`config.mk`:
```
export PLATFORM = sky130hd
export DESIGN_NAME = bank_request_arbiter
export DESIGN_NICKNAME = d
export VERILOG_FILES = /design/src/rtl/bank_request_arbiter.sv
export SDC_FILE = /design/constraint.sdc
export NUM_CORES = 1
export LEC_CHECK = 0
export CELL_PAD_IN_SITES_DETAIL_PLACEMENT = 2
export CELL_PAD_IN_SITES_GLOBAL_PLACEMENT = 2
export CORE_MARGIN = 2
export CORE_UTILIZATION = 29
export DETAILED_ROUTE_END_ITERATION = 16
export PLACE_DENSITY = 0.87
export SLEW_MARGIN = 10
export SYNTH_ARGS = -nofsm -noshare
export SYNTH_HDL_FRONTEND = slang
export SYNTH_SLANG_ARGS = --single-unit
```
`constraint.sdc`:
```
create_clock -name clk -period 12.1 [get_ports clk]
set_input_delay 2.42 -clock clk [delete_from_list [all_inputs] [get_ports clk]]
set_output_delay 2.42 -clock clk [all_outputs]
set_load 0.05 [all_outputs]
```
`src/rtl/bank_request_arbiter.sv`:
```
// ---------------------------------------------------------------------------
// bank_request_arbiter
//
// Shares a 4-bank, low-order-interleaved scratch memory between NR
// requesters. Each requester's global address is split into a bank select
// (addr[1:0]) and a local address (addr >> 2). Every bank runs its own
// round-robin arbiter. The winning command is registered onto the bank
// port one cycle after the handshake. Read data returns to the issuing
// requester three cycles after the handshake.
//
// Ports
//   clk, rst     : clock, asynchronous active-high reset
//   req_valid    : [NR]          request valid per requester
//   req_ready    : [NR]          combinational grant (handshake this cycle)
//   req_we       : [NR]          1 = write, 0 = read
//   req_addr     : [NR*ADDR_W]   global address, requester i at i*ADDR_W
//   req_wdata    : [NR*DATA_W]   write data
//   rsp_valid    : [NR]          one-cycle read-data strobe
//   rsp_rdata    : [NR*DATA_W]   read data, holds after rsp_valid drops
//   bank_en      : [NB]          registered bank access strobe
//   bank_we      : [NB]          registered bank write enable
//   bank_addr    : [NB*ADDR_W]   registered local address
//   bank_wdata   : [NB*DATA_W]   registered write data
//   bank_rdata   : [NB*DATA_W]   bank read data, valid 1 cycle after bank_en
//   stall_cnt    : [16]          saturating count of stalled requester-cycles
// ---------------------------------------------------------------------------
module bank_request_arbiter #(
    parameter int NR     = 2,
    parameter int NB     = 4,
    parameter int ADDR_W = 10,
    parameter int DATA_W = 16
) (
    input  logic                 clk,
    input  logic                 rst,
    input  logic [NR-1:0]        req_valid,
    output logic [NR-1:0]        req_ready,
    input  logic [NR-1:0]        req_we,
    input  logic [NR*ADDR_W-1:0] req_addr,
    input  logic [NR*DATA_W-1:0] req_wdata,
    output logic [NR-1:0]        rsp_valid,
    output logic [NR*DATA_W-1:0] rsp_rdata,
    output logic [NB-1:0]        bank_en,
    output logic [NB-1:0]        bank_we,
    output logic [NB*ADDR_W-1:0] bank_addr,
    output logic [NB*DATA_W-1:0] bank_wdata,
    input  logic [NB*DATA_W-1:0] bank_rdata,
    output logic [15:0]          stall_cnt
);

    localparam int IDW = (NR > 1) ? $clog2(NR) : 1;

    // Bank select is hard-wired to addr[1:0], so only 4 banks make sense.
    generate
        if (NB != 4) begin : g_bad_nb
            $error("bank_request_arbiter: NB must be 4 (bank select is addr[1:0])");
        end
        if (NR < 2 || NR > 8) begin : g_bad_nr
            $error("bank_request_arbiter: NR must be in 2..8");
        end
    endgenerate

    // Next requester index after ptr, k steps ahead, modulo NR.
    function automatic logic [IDW-1:0] rr_idx(input logic [IDW-1:0] ptr, input int k);
        int s;
        s = int'(ptr) + k;
        if (s >= NR) s = s - NR;
        return IDW'(s);
    endfunction

    // ------------------------------------------------------------------
    // Decode and per-bank round-robin arbitration (combinational)
    // ------------------------------------------------------------------
    logic [NB-1:0][IDW-1:0]    r_ptr;
    logic [NB-1:0][NR-1:0]     w_cand;
    logic [NB-1:0]             w_bank_gnt;
    logic [NB-1:0][IDW-1:0]    w_win;
    logic [NR-1:0]             w_ready;
    logic [NB-1:0]             w_win_we;
    logic [NB-1:0][ADDR_W-1:0] w_win_addr;
    logic [NB-1:0][DATA_W-1:0] w_win_wdata;

    always_comb begin
        // NOTE: every always_comb output gets a default first; a path that
        // leaves a variable unassigned would infer a latch.
        w_cand      = '0;
        w_bank_gnt  = '0;
        w_win       = '0;
        w_ready     = '0;
        w_win_we    = '0;
        w_win_addr  = '0;
        w_win_wdata = '0;
        for (int b = 0; b < NB; b++) begin
            for (int i = 0; i < NR; i++) begin
                w_cand[b][i] = req_valid[i] && (req_addr[i*ADDR_W +: 2] == 2'(b));
            end
            // Search farthest-first so the nearest candidate after the
            // pointer is the last to assign, and therefore wins.
            for (int k = NR; k >= 1; k--) begin
                if (w_cand[b][rr_idx(r_ptr[b], k)]) begin
                    w_bank_gnt[b] = 1'b1;
                    w_win[b]      = rr_idx(r_ptr[b], k);
                end
            end
            if (w_bank_gnt[b]) begin
                w_ready[w_win[b]] = 1'b1;
            end
            w_win_we[b]    = req_we[w_win[b]];
            w_win_addr[b]  = req_addr[int'(w_win[b])*ADDR_W +: ADDR_W];
            w_win_wdata[b] = req_wdata[int'(w_win[b])*DATA_W +: DATA_W];
        end
    end

    assign req_ready = w_ready;

    // ------------------------------------------------------------------
    // Round-robin pointers, bank command stage and read-tag pipeline
    // ------------------------------------------------------------------
    logic [NB-1:0]             r_bank_en;
    logic [NB-1:0]             r_bank_we;
    logic [NB-1:0][ADDR_W-1:0] r_bank_addr;
    logic [NB-1:0][DATA_W-1:0] r_bank_wdata;
    logic [NB-1:0]             r_p1_v;
    logic [NB-1:0][IDW-1:0]    r_p1_id;
    logic [NB-1:0]             r_p2_v;
    logic [NB-1:0][IDW-1:0]    r_p2_id;

    always_ff @(posedge clk or posedge rst) begin
        if (rst) begin
            for (int b = 0; b < NB; b++) begin
                r_ptr[b] <= IDW'(NR - 1);
            end
            r_bank_en    <= '0;
            r_bank_we    <= '0;
            r_bank_addr  <= '0;
            r_bank_wdata <= '0;
            r_p1_v       <= '0;
            r_p1_id      <= '0;
            r_p2_v       <= '0;
            r_p2_id      <= '0;
        end else begin
            // NOTE: sequential state uses non-blocking assignments so every
            // register samples pre-edge values regardless of statement order.
            for (int b = 0; b < NB; b++) begin
                r_bank_en[b] <= w_bank_gnt[b];
                r_bank_we[b] <= w_bank_gnt[b] & w_win_we[b];
                r_p1_v[b]    <= w_bank_gnt[b] & ~w_win_we[b];
                r_p1_id[b]   <= w_win[b];
                if (w_bank_gnt[b]) begin
                    r_ptr[b]        <= w_win[b];
                    r_bank_addr[b]  <= w_win_addr[b] >> 2;
                    r_bank_wdata[b] <= w_win_wdata[b];
                end
            end
            r_p2_v  <= r_p1_v;
            r_p2_id <= r_p1_id;
        end
    end

    assign bank_en    = r_bank_en;
    assign bank_we    = r_bank_we;
    assign bank_addr  = r_bank_addr;
    assign bank_wdata = r_bank_wdata;

    // ------------------------------------------------------------------
    // Read response: bank data is on bank_rdata while the stage-2 tag is
    // valid; steer it to the tagged requester. A requester wins at most one
    // bank per cycle, so two banks never target the same requester at once.
    // ------------------------------------------------------------------
    logic [NR-1:0]             r_rsp_valid;
    logic [NR-1:0][DATA_W-1:0] r_rsp_rdata;
    logic [NR-1:0]             w_rsp_valid_nxt;
    logic [NR-1:0][DATA_W-1:0] w_rsp_rdata_nxt;

    always_comb begin
        w_rsp_valid_nxt = '0;
        w_rsp_rdata_nxt = r_rsp_rdata;
        for (int b = 0; b < NB; b++) begin
            if (r_p2_v[b]) begin
                w_rsp_valid_nxt[r_p2_id[b]] = 1'b1;
                w_rsp_rdata_nxt[r_p2_id[b]] = bank_rdata[b*DATA_W +: DATA_W];
            end
        end
    end

    always_ff @(posedge clk or posedge rst) begin
        if (rst) begin
            r_rsp_valid <= '0;
            r_rsp_rdata <= '0;
        end else begin
            r_rsp_valid <= w_rsp_valid_nxt;
            r_rsp_rdata <= w_rsp_rdata_nxt;
        end
    end

    assign rsp_valid = r_rsp_valid;
    assign rsp_rdata = r_rsp_rdata;

    // ------------------------------------------------------------------
    // Stall counter: one count per requester waiting this cycle, saturating.
    // ------------------------------------------------------------------
    logic [15:0] r_stall_cnt;
    logic [3:0]  w_stall_inc;
    logic [16:0] w_stall_sum;

    always_comb begin
        w_stall_inc = '0;
        for (int i = 0; i < NR; i++) begin
            w_stall_inc = w_stall_inc + 4'(req_valid[i] & ~w_ready[i]);
        end
        w_stall_sum = {1'b0, r_stall_cnt} + 17'(w_stall_inc);
    end

    always_ff @(posedge clk or posedge rst) begin
        if (rst) begin
            r_stall_cnt <= '0;
        end else if (w_stall_sum[16]) begin
            r_stall_cnt <= 16'hFFFF;
        end else begin
            r_stall_cnt <= w_stall_sum[15:0];
        end
    end

    assign stall_cnt = r_stall_cnt;

endmodule

```
==> flow_summary.yaml <==
routing:
  drc_errors: 0
  drtAntennaViolNets: 0
  finalWirelength_um: 32500
  drt_iter0_drc: 616
  vias: 7572
  wl_per_cell_um: 22.5
  viasPerCell: 5.25
  firstDrtPassIters: 10
outcome:
  outcome: "complete, no violations"
grt:
  grt_use_total_pct: 22.5
  overflow: 0
  grt_max_degree: 102
  grt_pass1_vias: 8601
  grt_pass1_wl_um: 50200
  antenna_found_initial: 0
timing:
  worst-slew-pin-transition_ns: 1.24
  relSlewSlack_pct: 17.4
  period_needed_ns: 7.49
  fin_tns_setup_ns: 0
  post-route-period-util_pct: 61.9
  rsz0062_at_grt: "no"
  finalSetupViolations: 0
  finClkSkew_ns: 0.0214
  drv_slew: 0
  final.setup.worst_slack_ns: 4.61
  fmax_ghz: 0.134
  hold_viol_final: 0
power:
  power.total_mw: 2.20
  p_clk_share_pct: 25.3
  seqPwrFrac_pct: 34.7
  internal_power_mw: 1.29
  switching_share_pct: 41.5
  p_leak_nw: 5.37
  ir_drop_v: 0.0000796
  powerDensity_nw_per_um2: 188
  switchingPower_mw: 0.915
  combPwrFrac_pct: 40.0
die:
  initial_core_util_pct: 29.2
  die_w_um: 171
  pin_count: 286
  rows: 61
  core_area_um2: 27600
  die_y_um: 171
  fp.dieArea_um2: 29100
clocking:
  root_buffer: "clkbuf_16"
  cts.clk_slew.worst_paths_ns: 0.07
  cts_max_level: 4
  cts_made_buffers: 17
  holdBufCountCts: 0
  cts_setup_buffers: 0
  cts.sinks: 174
  cts_resized: 0
  cts_tree: "built"
  clock_latency_ns: 0.43
  clockBufferDepth: 2
critical_path:
  crit_type: "input pin to output port"
  critical_path.startpoint_type: "input pin"
  rr_endpoint: "stall_cnt[8]$_DFF_PP0_"
  required_ns: 9.68
  crit_path_max_fanout: 27
  r2r_slack_ns: 8.28
  r2r_start: "r_ptr[0]$_DFFE_PP1P_"
  arrival_ns: 5.07
  endpoint_kind: "output port"
  reg2reg_depth: 13
yosys:
  yosysTopAreaCell: "dfrtp_1"
  seq_area_frac_synth_pct: 54.1
  yosys_warnings: 0
  synth_area_leaders: "dfrtp_1 (53%), nand2_1 (8.0%), a222oi_1 (7.0%)"
  synth.distinct_cells: 53
  async_flop_share_pct: 100
  synth_cells: 795
  synth_seq_cells: 174
  synth-edff-count: 0
  yosys.cell_count.top_type: "nand2_1"
  synth_common_cells: "nand2_1 (172), dfrtp_1 (170), inv_1 (61), a222oi_1 (56), a22oi_1 (48)"
  postSynthAreaPerCell_um2: 10.1
  synth_area_um2: 8060
  synth_flop_cell: "dfrtp_1"
  synth_top_area_share_pct: 52.8
cells_and_area:
  n_antenna_cell: 0
  utilization_pct: 42.5
  final_nets: 1177
  drive_gt1_share_pct: 7.15
  syn_to_final_growth_pct: 45.2
min_path:
  min_from: "r_p1_id[1]$_DFF_PP0_"
  hold_class: "flip-flop to flip-flop"
  hold_end: "r_p2_id[1]$_DFF_PP0_"
  min_path_cells: 0
placement:
  dp_hpwl_um: 22900
  gp_congestion: 0.814
  io_buffer_count: 277
  dp_slack_ns: 4.61
job:
  drv_cap: 0
## layer usage
layer / wire, µm / part of all wire, % / global-route usage, % / up-vias
li1: - / - / - / 3331
met1: 12800 / 40 / 26.4 / 3905
met2: 16100 / 50 / 39.1 / 299
met3: 2970 / 9.1 / 7.84 / 37
met4: 570 / 1.8 / 6.13 / 0
met5: 0 / 0 / 0 / -
## layout by cell type, fill, tap and decap left out, types with 2 or more instances in the layout
| cell | instances |
|---|---|
| a21boi_2 | 2 |
| o22ai_1 | 8 |
| o21ai_0 | 21 |
| clkbuf_16 | 17 |
| mux2i_1 | 21 |
| nand2b_1 | 4 |
| nand2_1 | 172 |
| nor2b_1 | 6 |
| dfrtp_1 | 170 |
| buf_4 | 15 |
| nand3_1 | 8 |
| inv_1 | 60 |
| clkdlybuf4s50_1 | 277 |
| nand4_1 | 6 |
| and3b_1 | 3 |
| a22oi_1 | 48 |
| a31oi_1 | 2 |
| conb_1 | 8 |
| xor2_1 | 7 |
| nand3b_1 | 3 |
| o31ai_1 | 8 |
| mux2_2 | 9 |
| and3_1 | 10 |
| ha_1 | 3 |
| nor2_2 | 4 |
| dfstp_2 | 4 |
| a222oi_1 | 56 |
| or3_1 | 4 |
| clkinvlp_4 | 3 |
| inv_6 | 5 |
| o22a_1 | 16 |
| and2_1 | 8 |
| a21oi_1 | 28 |
| a21oi_2 | 2 |
| o21a_1 | 2 |
| nor2_1 | 20 |
| inv_8 | 4 |
## area by class of cell
| type | count | area [µm²] |
|---|---|---|
| clock buffer | 17 | 425 |
| inverter | 61 | 234 |
| sequential | 174 | 4360 |
| fill | 2899 | 15900 |
| multi-input combinational | 505 | 3170 |
| clock inverter | 14 | 154 |
| tap | 378 | 473 |
| timing repair buffer | 292 | 2890 |
## worst max path at each step
stage | start | endpoint | depth (start not counted)
global route | req_valid[1] | req_ready[1] | 6
floorplan | rst | bank_addr[0]$_DFFE_PP0P_ | 1
detailed placement | req_valid[1] | req_ready[1] | 6
global placement | req_valid[1] | req_ready[1] | 6
CTS | req_valid[1] | req_ready[1] | 6
finish | req_valid[1] | req_ready[1] | 6
## critical path, cell delays in order
cell             delay [ns]
clkdlybuf4s50_1        0.63
nor3b_2                0.37
nor2b_2                0.20
buf_4                  0.36
or4_4                  0.24
clkdlybuf4s50_1        0.83
## registers in the layout, summed over array words and instances, names as in the netlist
signal / flops
r_p2_id: 4
rsp_valid: 2
rsp_rdata: 32
r_p1_id: 4
bank_we: 4
r_p2_v: 4
r_ptr: 4
stall_cnt: 16
bank_en: 4
r_p1_v: 4
bank_addr: 32
bank_wdata: 64
## power by group through the flow
| stage | clock [mW] | sequential [mW] | combinational (mW) |
|---|---|---|---|
| 2_1_floorplan | 0 | 1.11 | 0.191 |
| 3_3_place_gp | 0 | 0.768 | 0.862 |
| 3_5_place_dp | 0 | 0.775 | 0.881 |
| 4_1_cts | 0.576 | 0.765 | 0.886 |
| 5_1_grt | 0.598 | 0.778 | 0.928 |
| 6_report | 0.558 | 0.764 | 0.880 |
## metrics by stage
| step | cell area, µm² | instances | hold WS, ns |
|---|---|---|---|
| 4_1_cts | 11700 | 1441 | 0.341 |
| 3_3_place_gp | 11100 | 1410 | 0.333 |
| 2_1_floorplan | 8080 | 802 | 0.331 |
| 3_5_place_dp | 11100 | 1410 | 0.337 |
| 6_report | 11700 | 1441 | 0.333 |
| 5_1_grt | 11700 | 1441 | 0.343 |
## cell families after synthesis
group	share of synthesized area (%)
AND/OR/NAND/NOR	14.5
AO/OA/AOI/OAI	18.9
flip-flops	54.1
buffers and inverters	6.97
multiplexers	4.01
XOR/XNOR	0.761
adder cells (fa/ha/maj)	0.714
other	0.0465
Note: power is estimated with default switching activity, not from simulation.
